## src/rtl/up_control.sv

```systemverilog
// Moore control unit for the simple-machine datapath: sequences fetch/decode/execute
// and runs the valid/ack handshakes with the external input and output ports.
module up_control #(
    parameter int unsigned IO_TIMEOUT = 0,
    parameter int unsigned TW         = 8
) (
    input  logic       clk,
    input  logic       reset,
    input  logic [3:0] cop,
    input  logic       fz,
    input  logic       in_valid,
    input  logic       out_ready,
    output logic       mx1,
    output logic       mx0,
    output logic       alu_op1,
    output logic       alu_op0,
    output logic       le,
    output logic       pc_w,
    output logic       ir_w,
    output logic       a_w,
    output logic       b_w,
    output logic       fz_w,
    output logic       mx_memio,
    output logic       in_ack,
    output logic       out_valid,
    output logic       halted,
    output logic       io_err,
    output logic [3:0] state
);

    typedef enum logic [3:0] {
        S_BOOT     = 4'd0,
        S_FETCH    = 4'd1,
        S_DECODE   = 4'd2,
        S_RD_A     = 4'd3,
        S_RD_B     = 4'd4,
        S_EXEC     = 4'd5,
        S_JUMP     = 4'd6,
        S_IN_WAIT  = 4'd7,
        S_OUT_WAIT = 4'd8,
        S_HALT     = 4'd9
    } state_t;

    localparam logic [1:0] OP_ADD = 2'b00;
    localparam logic [1:0] OP_MOV = 2'b01;
    localparam logic [1:0] OP_SUB = 2'b10;

    state_t        st;
    logic [1:0]    op_q;
    logic [TW-1:0] wait_cnt;
    logic          err_q;
    logic          to_hit;
    logic [1:0]    mx;
    logic [1:0]    alu_op;

    // The timeout fires on the last permitted wait cycle; a handshake that cycle wins.
    always_comb begin
        to_hit = (IO_TIMEOUT != 0) && (wait_cnt == TW'(IO_TIMEOUT - 1));
    end

    always_ff @(posedge clk) begin
        if (reset) begin
            st       <= S_BOOT;
            op_q     <= OP_ADD;
            wait_cnt <= '0;
            err_q    <= 1'b0;
        end else begin
            case (st)
                S_BOOT:   st <= S_DECODE;
                S_FETCH:  st <= S_DECODE;
                S_JUMP:   st <= S_DECODE;
                S_DECODE: begin
                    op_q     <= cop[3:2];
                    wait_cnt <= '0;
                    if (cop[3:2] == 2'b11) begin
                        case (cop[1:0])
                            2'b00:   st <= fz ? S_JUMP : S_FETCH;
                            2'b01:   st <= S_IN_WAIT;
                            2'b10:   st <= S_OUT_WAIT;
                            default: st <= S_HALT;
                        endcase
                    end else begin
                        st <= S_RD_A;
                    end
                end
                S_RD_A:   st <= (op_q == OP_MOV) ? S_EXEC : S_RD_B;
                S_RD_B:   st <= S_EXEC;
                S_EXEC:   st <= S_FETCH;
                // Handshake: the peer's valid/ready is sampled only in its own wait
                // state; the transfer completes in the cycle it is seen high.
                S_IN_WAIT: begin
                    if (in_valid) begin
                        st <= S_FETCH;
                    end else if (to_hit) begin
                        err_q <= 1'b1;
                        st    <= S_FETCH;
                    end else begin
                        wait_cnt <= wait_cnt + TW'(1);
                    end
                end
                S_OUT_WAIT: begin
                    if (out_ready) begin
                        st <= S_FETCH;
                    end else if (to_hit) begin
                        err_q <= 1'b1;
                        st    <= S_FETCH;
                    end else begin
                        wait_cnt <= wait_cnt + TW'(1);
                    end
                end
                S_HALT:   st <= S_HALT;
                default:  st <= S_BOOT;
            endcase
        end
    end

    // Strobes come from the registered state; only the IN_WAIT write path looks at
    // in_valid. Everything is held low while reset is asserted.
    always_comb begin
        mx        = 2'b00;
        alu_op    = 2'b00;
        le        = 1'b0;
        pc_w      = 1'b0;
        ir_w      = 1'b0;
        a_w       = 1'b0;
        b_w       = 1'b0;
        fz_w      = 1'b0;
        mx_memio  = 1'b0;
        in_ack    = 1'b0;
        out_valid = 1'b0;
        halted    = 1'b0;
        if (!reset) begin
            case (st)
                S_BOOT: begin
                    mx   = 2'b01;
                    ir_w = 1'b1;
                    pc_w = 1'b1;
                end
                S_FETCH: begin
                    ir_w = 1'b1;
                    pc_w = 1'b1;
                end
                S_RD_A: begin
                    mx  = 2'b10;
                    a_w = 1'b1;
                end
                S_RD_B: begin
                    mx  = 2'b11;
                    b_w = 1'b1;
                end
                S_EXEC: begin
                    mx     = 2'b11;
                    le     = 1'b1;
                    alu_op = (op_q == OP_SUB) ? 2'b01 : (op_q == OP_MOV) ? 2'b10 : 2'b00;
                    fz_w   = (op_q != OP_MOV);
                end
                S_JUMP: begin
                    mx   = 2'b11;
                    ir_w = 1'b1;
                    pc_w = 1'b1;
                end
                S_IN_WAIT: begin
                    mx       = 2'b11;
                    le       = in_valid;
                    mx_memio = in_valid;
                    in_ack   = in_valid;
                end
                S_OUT_WAIT: begin
                    mx        = 2'b11;
                    out_valid = 1'b1;
                end
                S_HALT:  halted = 1'b1;
                default: mx = 2'b00;
            endcase
        end
    end

    assign mx1     = mx[1];
    assign mx0     = mx[0];
    assign alu_op1 = alu_op[1];
    assign alu_op0 = alu_op[0];
    assign io_err  = err_q & ~reset;
    assign state   = st;

endmodule

```

## config.mk

```make
export PLATFORM = sky130hd
export DESIGN_NAME = up_control
export DESIGN_NICKNAME = d
export VERILOG_FILES = /design/src/rtl/up_control.sv
export SDC_FILE = /design/constraint.sdc
export NUM_CORES = 1
export LEC_CHECK = 0
export BUFFER_PORTS_ARGS = -buffer_cell sky130_fd_sc_hd__buf_4
export CORE_MARGIN = 2
export CORE_UTILIZATION = 40
export CTS_CLUSTER_SIZE = 40
export DETAILED_ROUTE_END_ITERATION = 6
export PLACE_DENSITY = 0.68
export RECOVER_POWER = 50
export SYNTH_ARGS = -nofsm -noshare
export SYNTH_HDL_FRONTEND = slang
export SYNTH_SLANG_ARGS = --single-unit
```

## constraint.sdc

```tcl
create_clock -name clk -period 1.6 [get_ports clk]
set_input_delay 0.08 -clock clk [delete_from_list [all_inputs] [get_ports clk]]
set_output_delay 0.08 -clock clk [all_outputs]
set_load 0.02 [all_outputs]
```

==> results.ini <==
[power]
p_switching_uw = 203
peakVddDrop_v = 0.000396
power_frac_clock_pct = 23.5
switching_share_pct = 35.4
pwr_density_cell_nw_per_um2 = 720
p_int_uw = 371
p_comb_share_pct = 44.3
seqPwrFrac_pct = 32.2
power.leakage_nw = 0.351

[die]
die_w_um = 40.4
std_cell_rows = 13
dieArea_um2 = 1630
io_pins = 28
die_y_um = 40.4
initial_core_util_pct = 41.7
core_area_um2 = 1270

[global_routing]
overflow = 0
grt_max_degree = 14
antenna_found_initial = 0
first_global_vias = 486
grt_pass1_wl_mm = 2.08
grt_usage_pct = 19.4

[setup_path]
cp_slowest_cell = dfxtp_1
cp_top_family = flip-flops
path_buf_inv = 2
crit_type = flip-flop to primary output
cp_slowest_stage_delay_ns = 0.44
setup.worst_path.end_class = primary output
path_common_cell = buf_4
crit_required_ns = 1.52
crit_chain = buf_4 > nand2_1 > o22a_1 > nor2_1 > buf_4
path_max_fanout = 10
cp-start-kind = flip-flop
cp.arrival_ns = 1.40
crit_cells = 5
reg2regPathDepth = 4

[detailed_routing]
dr_wl_met3_um = 91
drt-pass1-iter-count = 3
wl_met2_um = 643
maxUsedRoutingLayer = met3
route.antenna.remaining_nets = 0
via_count = 611
drtIter0Drc = 16
drcViolationCount = 0
wl_per_cell_um = 12.2
wl_met1_um = 704
vias_per_cell = 5.18
routed_wl_mm = 1.44

[final_layout]
final_common_cell = buf_4
multi_input_area_um2 = 382
fill_cells = 127
drive_gt1_share_pct = 41.7
final_cell_mix = buf_4, nor2_1, nand2_1, a21oi_1, o21ai_0
num_antenna_cells = 0
regArea_um2 = 126
nets = 114
final_area_um2 = 797
syn_to_final_growth_pct = 50.6

[sta]
period_minus_slack_ns = 1.48
grt_setup_unrepaired = no
fin_tns_setup_ns = 0
setup_viol = 0
hold_viol = 0
skew_ns = 0.00407
fmax_mhz = 674
report.final.slew_viol_count = 0
period_share_pct = 92.7

[clocking]
cts_tree = built
post_cts_buffers = 0
numClockSinks = 6
clock_path_buffers = 2
numCtsBuffers = 3
clock_latency_ns = 0.24
htree_levels = 1
cts-root-buf = clkbuf_4
clk_pin_slew_ns = 0.04

[yosys]
ys.flop_type = dfxtp_1
ys_ff_latch = 6
synth_nets = 84
synth-edff-count = 0
avgSynthCellArea_um2 = 7.06
ys_types = 29
syn_inst = 75
async_flop_share_pct = 0
syn-cell-area_um2 = 529
ys_seq_area_share_pct = 22.7
yosys_warnings = 0

[placement]
place_hpwl_mm = 1.11
dpl_cell_area_um2 = 767
portBuffers = 26
place_congestion = 0.793

[min_path]
hold_path_depth = 2
hp-class = input port to flip-flop

[status]
outcome = completed

[job]
drv_cap = 0

-- metal layers --
metal / vias up / track usage, %
met5: - / 0
met4: 0 / 0
met3: 0 / 8.33
met2: 17 / 31.0
met1: 270 / 25.7
li1: 324 / -
-- layout make-up --
type	instances	share of cell area, %
Inverter	2	0.942
Multi-Input combinational cell	59	47.9
Sequential cell	6	15.9
Clock buffer	3	2.83
Tap cell	15	2.35
Timing Repair Buffer	33	30.1
-- path summary, 6_finish.rpt --
kind | start | end | slack (ns)
setup / recovery | state[3]$_SDFFE_PP0P_ | mx1 | 0.12
hold / removal | in_valid | state[0]$_SDFFE_PP0P_ | 0.07
setup reg to reg | state[3]$_SDFFE_PP0P_ | op_q[0]$_SDFFE_PP0P_ | 0.33
hold reg to reg | op_q[1]$_SDFFE_PP0P_ | op_q[1]$_SDFFE_PP0P_ | 0.53
-- sequential cells by signal, summed over array words and instances (netlist names) --
| register | cells |
|---|---|
| state | 4 |
| op_q | 2 |
-- through the flow --
stage | power, mW | setup slack (ns) | util (%) | hold WS, ns | std cells
6_report | 0.574 | 0.117 | 62.8 | 0.0694 | 118
3_3_place_gp | 0.440 | 0.317 | 60.5 | 0.324 | 115
3_5_place_dp | 0.443 | 0.230 | 60.5 | 0.325 | 115
5_1_grt | 0.623 | 0.00882 | 62.8 | 0.0553 | 118
2_1_floorplan | 0.342 | -0.0633 | - | 0.180 | 75
4_1_cts | 0.583 | 0.0204 | 62.7 | 0.0739 | 118
-- cell usage after synthesis (all sizes together), types with 2 or more instances --
master	n	area share (%)
nor2	11	7.8
dfxtp	6	23
nand2	6	4.3
a21oi	5	4.7
clkbuf	5	3.5
o21ai	5	4.7
buf	3	4.3
mux2i	3	5.7
nand3	3	2.8
nor3	3	2.8
nor3b	3	4.3
and3	2	2.4
inv	2	1.4
nor2b	2	2.4
nor4b	2	6.1
o211ai	2	2.8
-- kinds of logic after synthesis --
group | Yosys count | share of synthesized area [%]
multiplexers | 3 | 5.67
other | 1 | 0.709
flip-flops | 6 | 22.7
AND/OR/NAND/NOR | 35 | 36.9
AO/OA/AOI/OAI | 20 | 24.8
buffers and inverters | 10 | 9.22
-- power groups by stage --
stage / logic [mW] / registers, mW / clock network (mW)
5_1_grt: 0.279 / 0.187 / 0.157
3_3_place_gp: 0.255 / 0.186 / 0
4_1_cts: 0.258 / 0.184 / 0.141
6_report: 0.254 / 0.185 / 0.135
2_1_floorplan: 0.147 / 0.194 / 0
3_5_place_dp: 0.256 / 0.187 / 0
-- repair_timing --
item                                    in CTS  in global routing
endpoints found under the setup margin       1                  8
hold buffers                                 0                  0
resized for setup                            1                  5
Power figures use the tool's default switching activity.
